$ cat src/rtl/muldiv_pkg.sv
// Shared encodings for the multi-cycle multiply/divide sequencer: op codes, FSM states,
// default operand width and small op-decode helpers.
package muldiv_pkg;

  localparam int W_DEFAULT = 32;

  localparam logic [2:0] OP_MUL   = 3'd0;
  localparam logic [2:0] OP_MULU  = 3'd1;
  localparam logic [2:0] OP_MADD  = 3'd2;
  localparam logic [2:0] OP_MADDU = 3'd3;
  localparam logic [2:0] OP_DIV   = 3'd4;
  localparam logic [2:0] OP_DIVU  = 3'd5;
  localparam logic [2:0] OP_MTHI  = 3'd6;
  localparam logic [2:0] OP_MTLO  = 3'd7;

  typedef enum logic [1:0] {
    ST_IDLE = 2'd0,
    ST_RUN  = 2'd1,
    ST_DONE = 2'd2
  } state_e;

  function automatic logic is_run_op(input logic [2:0] op);
    return op <= OP_DIVU;
  endfunction

  function automatic logic is_div_op(input logic [2:0] op);
    return (op == OP_DIV) || (op == OP_DIVU);
  endfunction

  function automatic logic is_madd_op(input logic [2:0] op);
    return (op == OP_MADD) || (op == OP_MADDU);
  endfunction

  function automatic logic is_signed_op(input logic [2:0] op);
    return (op == OP_MUL) || (op == OP_MADD) || (op == OP_DIV);
  endfunction

endpackage

$ cat src/rtl/muldiv_if.sv
// Issue/result bundle between the core and the mul/div sequencer; the core is the master.
interface muldiv_if
  import muldiv_pkg::*;
#(
  parameter int W = W_DEFAULT
) ();
  logic         start;
  logic [2:0]   op;
  logic [W-1:0] src_a;
  logic [W-1:0] src_b;
  logic         busy;
  logic         stall;
  logic         done;
  logic         div_by_zero;
  logic [W-1:0] hi;
  logic [W-1:0] lo;

  modport master (
    output start, op, src_a, src_b,
    input  busy, stall, done, div_by_zero, hi, lo
  );

  modport slave (
    input  start, op, src_a, src_b,
    output busy, stall, done, div_by_zero, hi, lo
  );
endinterface

$ cat src/rtl/muldiv_operand_cond.sv
// Sign-magnitude conditioning of rs/rt and the result-negation flags for the iterative datapath.
// The remainder-sign flag is only present when MULDIV_DIV_EN is defined.
module muldiv_operand_cond
  import muldiv_pkg::*;
#(
  parameter int W = W_DEFAULT
) (
  input  logic [W-1:0] src_a,
  input  logic [W-1:0] src_b,
  input  logic         is_signed,
  output logic [W-1:0] mag_a,
  output logic [W-1:0] mag_b,
`ifdef MULDIV_DIV_EN
  output logic         neg_rem,
`endif
  output logic         neg_res
);
  logic signed [W-1:0] sa;
  logic signed [W-1:0] sb;
  logic                a_neg;
  logic                b_neg;

  // Magnitude of -2^(W-1) is 2^(W-1), which still fits the unsigned W-bit result.
  always_comb begin
    sa      = signed'(src_a);
    sb      = signed'(src_b);
    a_neg   = is_signed & sa[W-1];
    b_neg   = is_signed & sb[W-1];
    mag_a   = a_neg ? unsigned'(-sa) : src_a;
    mag_b   = b_neg ? unsigned'(-sb) : src_b;
    neg_res = a_neg ^ b_neg;
`ifdef MULDIV_DIV_EN
    neg_rem = a_neg;
`endif
  end

endmodule

$ cat src/rtl/muldiv_sequencer.sv
// Iterative shift-add multiplier / restoring divider owning HI/LO, one bit per cycle.
// Define MULDIV_DIV_EN to build the divider; otherwise DIV/DIVU complete at once with HI/LO untouched.
module muldiv_sequencer
  import muldiv_pkg::*;
#(
  parameter int W = W_DEFAULT
) (
  input logic     clk,
  input logic     rst,
  muldiv_if.slave bus
);
  localparam int CNT_W = $clog2(W + 1);

  state_e           state_q;
  state_e           state_d;
  logic [CNT_W-1:0] cnt_q;
  logic [W-1:0]     hi_q;
  logic [W-1:0]     lo_q;
  logic [W-1:0]     opb_q;
  logic [W-1:0]     mag_a;
  logic [W-1:0]     mag_b;
  logic [2*W-1:0]   acc_q;
  logic [2*W-1:0]   acc_step;
  logic [2*W-1:0]   res;
  logic [W:0]       mul_sum;
  logic             madd_q;
  logic             neg_res_q;
  logic             neg_res;
  logic             dz_q;
  logic             issue;
  logic             bypass;
  logic             last;
  logic             busy_c;
  logic             stall_c;
  logic             done_c;
`ifdef MULDIV_DIV_EN
  logic             div_q;
  logic             neg_rem_q;
  logic             neg_rem;
  logic [W:0]       rem_sh;
  logic             rem_ge;
  logic [W-1:0]     quo;
  logic [W-1:0]     rem;
`endif

  assign issue = (state_q == ST_IDLE) && bus.start && is_run_op(bus.op);
`ifdef MULDIV_DIV_EN
  assign bypass = is_div_op(bus.op) && (bus.src_b == '0);
`else
  assign bypass = is_div_op(bus.op);
`endif
  assign last = (cnt_q == CNT_W'(1));

  muldiv_operand_cond #(.W(W)) u_cond (
    .src_a     (bus.src_a),
    .src_b     (bus.src_b),
    .is_signed (is_signed_op(bus.op)),
    .mag_a     (mag_a),
    .mag_b     (mag_b),
`ifdef MULDIV_DIV_EN
    .neg_rem   (neg_rem),
`endif
    .neg_res   (neg_res)
  );

  always_ff @(posedge clk) begin
    if (rst) state_q <= ST_IDLE;
    else     state_q <= state_d;
  end

  always_comb begin
    state_d = state_q;
    busy_c  = 1'b0;
    stall_c = 1'b0;
    done_c  = 1'b0;
    case (state_q)
      ST_IDLE: begin
        if (issue) begin
          stall_c = 1'b1;
          state_d = bypass ? ST_DONE : ST_RUN;
        end
      end
      ST_RUN: begin
        busy_c  = 1'b1;
        stall_c = 1'b1;
        if (last) state_d = ST_DONE;
      end
      ST_DONE: begin
        done_c  = 1'b1;
        state_d = ST_IDLE;
      end
      default: state_d = ST_IDLE;
    endcase
  end

  // Iteration: multiply shifts right adding the multiplicand; divide shifts left trial-subtracting.
  always_comb begin
    mul_sum  = {1'b0, acc_q[2*W-1:W]} + (acc_q[0] ? {1'b0, opb_q} : '0);
    acc_step = {mul_sum, acc_q[W-1:1]};
`ifdef MULDIV_DIV_EN
    rem_sh = {acc_q[2*W-1:W], acc_q[W-1]};
    rem_ge = rem_sh >= {1'b0, opb_q};
    if (div_q) begin
      acc_step = {(rem_ge ? rem_sh[W-1:0] - opb_q : rem_sh[W-1:0]), acc_q[W-2:0], rem_ge};
    end
`endif
  end

  // Final edge: restore signs and accumulate into HI/LO.
  always_comb begin
    res = neg_res_q ? -acc_step : acc_step;
    if (madd_q) res = {hi_q, lo_q} + res;
`ifdef MULDIV_DIV_EN
    quo = acc_step[W-1:0];
    rem = acc_step[2*W-1:W];
    if (div_q) res = {(neg_rem_q ? -rem : rem), (neg_res_q ? -quo : quo)};
`endif
  end

  always_ff @(posedge clk) begin
    if (rst) begin
      cnt_q <= '0;
      dz_q  <= 1'b0;
      hi_q  <= '0;
      lo_q  <= '0;
    end else begin
      if (issue)                  cnt_q <= CNT_W'(W);
      else if (state_q == ST_RUN) cnt_q <= cnt_q - CNT_W'(1);
`ifdef MULDIV_DIV_EN
      if (state_q == ST_IDLE) dz_q <= issue && bypass;
`else
      dz_q <= 1'b0;
`endif
      if ((state_q == ST_IDLE) && bus.start && (bus.op == OP_MTHI)) hi_q <= bus.src_a;
      if ((state_q == ST_IDLE) && bus.start && (bus.op == OP_MTLO)) lo_q <= bus.src_a;
      if ((state_q == ST_RUN) && last) {hi_q, lo_q} <= res;
    end
  end

  always_ff @(posedge clk) begin
    if (issue) begin
      acc_q     <= {{W{1'b0}}, mag_a};
      opb_q     <= mag_b;
      neg_res_q <= neg_res;
      madd_q    <= is_madd_op(bus.op);
`ifdef MULDIV_DIV_EN
      div_q     <= is_div_op(bus.op);
      neg_rem_q <= neg_rem;
`endif
    end else if (state_q == ST_RUN) begin
      acc_q <= acc_step;
    end
  end

  assign bus.busy        = busy_c;
  assign bus.stall       = stall_c;
  assign bus.done        = done_c;
  assign bus.div_by_zero = done_c & dz_q;
  assign bus.hi          = hi_q;
  assign bus.lo          = lo_q;

endmodule
$ cat src/flat_wrapper.sv
// flat-port wrapper written by rule: the top's interface ports become plain ports
module muldiv_sequencer_flat import muldiv_pkg::*;
#(
  parameter int W = W_DEFAULT
)
  (clk, rst, bus_start, bus_op, bus_src_a, bus_src_b, bus_busy, bus_stall, bus_done, bus_div_by_zero, bus_hi, bus_lo);
  muldiv_if #(.W(W)) bus_i ();
  input logic clk;
  input logic rst;
  input wire logic [$bits(bus_i.start)-1:0] bus_start;
  input wire logic [$bits(bus_i.op)-1:0] bus_op;
  input wire logic [$bits(bus_i.src_a)-1:0] bus_src_a;
  input wire logic [$bits(bus_i.src_b)-1:0] bus_src_b;
  output wire logic [$bits(bus_i.busy)-1:0] bus_busy;
  output wire logic [$bits(bus_i.stall)-1:0] bus_stall;
  output wire logic [$bits(bus_i.done)-1:0] bus_done;
  output wire logic [$bits(bus_i.div_by_zero)-1:0] bus_div_by_zero;
  output wire logic [$bits(bus_i.hi)-1:0] bus_hi;
  output wire logic [$bits(bus_i.lo)-1:0] bus_lo;
  assign bus_i.start = bus_start;
  assign bus_i.op = bus_op;
  assign bus_i.src_a = bus_src_a;
  assign bus_i.src_b = bus_src_b;
  assign bus_busy = bus_i.busy;
  assign bus_stall = bus_i.stall;
  assign bus_done = bus_i.done;
  assign bus_div_by_zero = bus_i.div_by_zero;
  assign bus_hi = bus_i.hi;
  assign bus_lo = bus_i.lo;
  muldiv_sequencer #(.W(W)) u_core (.clk(clk), .rst(rst), .bus(bus_i));
endmodule
$ cat config.mk
export PLATFORM = sky130hd
export DESIGN_NAME = muldiv_sequencer_flat
export DESIGN_NICKNAME = d
export VERILOG_FILES = /design/src/rtl/muldiv_pkg.sv /design/src/rtl/muldiv_if.sv /design/src/rtl/muldiv_operand_cond.sv /design/src/rtl/muldiv_sequencer.sv /design/src/flat_wrapper.sv
export SDC_FILE = /design/constraint.sdc
export NUM_CORES = 1
export LEC_CHECK = 0
export CAP_MARGIN = 30
export CORE_MARGIN = 2
export CORE_UTILIZATION = 64
export CTS_CLUSTER_SIZE = 8
export DETAILED_ROUTE_END_ITERATION = 8
export PLACE_DENSITY = 0.86
export SETUP_SLACK_MARGIN = 0.02
export SYNTH_ARGS = -nofsm -noshare
export SYNTH_HDL_FRONTEND = slang
export SYNTH_SLANG_ARGS = --single-unit
export TNS_END_PERCENT = 1
$ cat constraint.sdc
create_clock -name clk -period 19 [get_ports clk]
set_input_delay 4.75 -clock clk [delete_from_list [all_inputs] [get_ports clk]]
set_output_delay 4.75 -clock clk [all_outputs]
set_load 0.01 [all_outputs]
==> results.py <==
metrics = {
    "power": {
        "powerDensity_nw_per_um2": 82.24,
        "power.total_mw": 1.452,
        "power.internal_uw": 835.0,
        "peakVddDrop_v": 0.00005828,
        "p_leak_nw": 7.079,
        "combinationalPowerShare_pct": 43.6,
        "p_seq_share_pct": 31.0,
        "p_switching_uw": 617.0,
        "pwr-share-clk_pct": 25.3,
        "sw_frac_of_total_pct": 42.49,
    },
    "floorplanning": {
        "fp.dieW_um": 159.6,
        "die_height_um": 159.6,
        "row_count": 56,
        "start_util_pct": 65.58,
        "core_area_um2": 23610,
        "die_area_um2": 25460,
        "io_pins": 138,
    },
    "detailed_routing": {
        "route.detailed.drc": 0,
        "drtAntennaViolNets": 0,
        "drtIter0Drc": 1819,
        "drt_wl_total_mm": 50.91,
        "viasPerCell": 6.747,
        "vias": 15850,
        "wl_per_cell_um": 21.67,
        "drt_pass1_iterations": 6,
    },
    "yosys": {
        "synthesis.instances": 1946,
        "synth_ff_type": "dfxtp_1",
        "synthArstFlopShare_pct": 0,
        "syn-num-nets": 2123,
        "ys_seq_elements": 170,
        "ys_types": 72,
        "synth_area_um2": 15490,
        "syn_avg_cell_area_um2": 7.958,
        "seq_area_frac_synth_pct": 26.24,
        "ys_warn_count": 0,
        "synth_edf_count": 66,
    },
    "finish": {
        "final_util_pct": 74.77,
        "layout_commonest_cell": "nand2_1",
        "final_cell_mix": "217 x nand2_1, 170 x a21oi_1, 154 x o21ai_0, 140 x xnor2_1, 135 x clkdlybuf4s50_1",
        "antenna_cells": 0,
        "fill_cells": 1808,
        "synthToLayoutAreaGrowth_pct": 14.01,
        "seqCellArea_um2": 4064,
        "fin_cells": 2349,
        "layout.nets": 2194,
        "multi_input_area_um2": 10890,
        "drive_above_1_share_pct": 4.975,
    },
    "timing": {
        "maxSlewViolCount": 0,
        "setup_tns_ps": 0,
        "setup_viol": 0,
        "grt_setup_unrepaired": "false",
        "fin_crit_sh_pct": 60.16,
        "finalCriticalPeriod_ps": 11430,
        "slew_headroom_pct": 22.73,
        "fin_worst_skew_ps": 21.99,
        "hold_viol_final": 0,
        "worstMarginPinSlew_ps": 1159,
        "max_freq_ghz": 0.08749,
    },
    "clocking": {
        "cts_tree": "yes",
        "cts-root-buf": "clkbuf_16",
        "cts_hold_buf": 0,
        "cts.sinks": 170,
        "cts_setup_buffers": 0,
        "cts_resized": 0,
        "cts_made_buffers": 17,
        "cts.path.max_buffers": 2,
        "htreeDepth": 4,
        "clk_latency_ps": 460,
        "path_clk_slew_ps": 70,
    },
    "global_routing": {
        "grt_overflow_total": 0,
        "antenna_found_initial": 0,
        "grt_pass1_vias": 14710,
        "grt_first_pass_wirelength_mm": 79.38,
        "track_usage_pct": 39.15,
        "grt_max_degree": 85,
    },
    "placed_design": {
        "routabilityCongestion": 0.9986,
        "portBuffers": 136,
        "place_hpwl_mm": 37.73,
        "dpl.cell_count": 2317,
    },
    "worst_setup_path": {
        "cp_max_fo": 64,
        "cp-end-kind": "primary output",
        "arrival_ps": 6680,
        "critPathRequiredTime_ps": 14250,
        "criticalPathCategory": "in2out",
        "start_kind": "primary input",
    },
    "min_path": {
        "worst_hold_path_type": "reg2reg",
    },
    "run_status": {
        "outcome": "finished, final reports clean",
    },
    "job": {
        "drv_cap": 0,
    },
}
-- cell families (layout without fill, tap and decap cells) --
group,after synthesis,after routing,share of synthesized area (%)
flops,170,170,26.24
simple gates,614,614,19.00
mux,59,59,3.999
fa+ha+maj,107,107,8.742
compound gates,643,643,26.74
buf+inv,145,229,3.547
xor+xnor,207,207,11.71
other cells,1,1,0.02422
-- final cells by class --
type,count,area share (%)
clock buffer,17,2.409
multi-input combinational,1631,61.68
clock inverter,15,1.106
inverter,46,0.9780
sequential,170,23.02
timing repair buffer,151,8.547
tap,319,2.261
-- sequential cells by signal, summed over array words and instances, names as in the netlist --
register and cells:
u_core.acc_q 64, u_core.bus.hi 32, u_core.bus.lo 32, u_core.opb_q 32, u_core.cnt_q 6, u_core.state_q 2
u_core.madd_q 1, u_core.neg_res_q 1
-- final timing paths --
kind                          from           endpoint  slack [ps]  cells past startpoint
setup reg to reg   u_core.acc_q[0]  u_core.bus.hi[31]       11270                     25
hold / removal    u_core.acc_q[37]   u_core.acc_q[37]         470                      2
hold reg to reg   u_core.acc_q[37]   u_core.acc_q[37]         470                      2
setup / recovery         bus_op[2]          bus_stall        7570                      8
-- synthesized netlist by cell type (23+ instances only) --
| cell type | instances | share of area [%] |
|---|---|---|
| a21oi_1 | 170 | 5.5 |
| edfxtp_1 | 66 | 13 |
| dfxtp_1 | 104 | 13 |
| xnor2_1 | 140 | 7.9 |
| inv_1 | 45 | 1.1 |
| nand4_1 | 25 | 1.0 |
| clkbuf_1 | 92 | 2.2 |
| o21ai_0 | 154 | 5.0 |
| ha_1 | 105 | 8.5 |
| mux2_2 | 23 | 1.7 |
| a211oi_1 | 62 | 3.0 |
| nand2_1 | 219 | 5.3 |
| nor2_1 | 132 | 3.2 |
| o211ai_1 | 28 | 1.4 |
| o31ai_1 | 24 | 1.2 |
| nor3_1 | 41 | 1.3 |
| and2_1 | 49 | 2.0 |
| xor2_1 | 67 | 3.8 |
| nand3_1 | 35 | 1.1 |
| mux2i_1 | 36 | 2.3 |
| a21o_1 | 60 | 2.9 |
-- routing by layer --
metal / routed length [um] / global-route usage [%] / part of all wire (%)
met1: 21100 / 52.81 / 41
met2: 21150 / 57.89 / 42
met3: 6164 / 11.54 / 12
met4: 2499 / 17.69 / 4.9
met5: 0 / 0 / 0
-- power groups by stage --
stage	combinational, mW	sequential (mW)	clock [mW]
2_1_floorplan	0.442	0.448	0
3_3_place_gp	0.591	0.455	0
3_5_place_dp	0.604	0.457	0
4_1_cts	0.612	0.449	0.366
5_1_grt	0.685	0.454	0.380
6_report	0.634	0.451	0.368
-- stage by stage --
| stage | area [um2] | setup slack (ps) | hold WS [ps] |
|---|---|---|---|
| final | 17660 | 7570 | 469.3 |
| after global routing | 17660 | 7442 | 492.2 |
| after CTS | 17660 | 7590 | 470.2 |
| after detailed placement | 17040 | 7581 | 453.8 |
| after global placement | 16970 | 7174 | 443.1 |
| after floorplan | 15490 | 8459 | 431.5 |
-- worst max-delay path: stages --
cell and delay [ps]:
clkdlybuf4s50_1 570, nand2_1 130, nand2_2 190, buf_12 270, inv_1 90, nor2_1 150, inv_1 50, clkdlybuf4s50_1 470
Power figures use the tool's default switching activity.
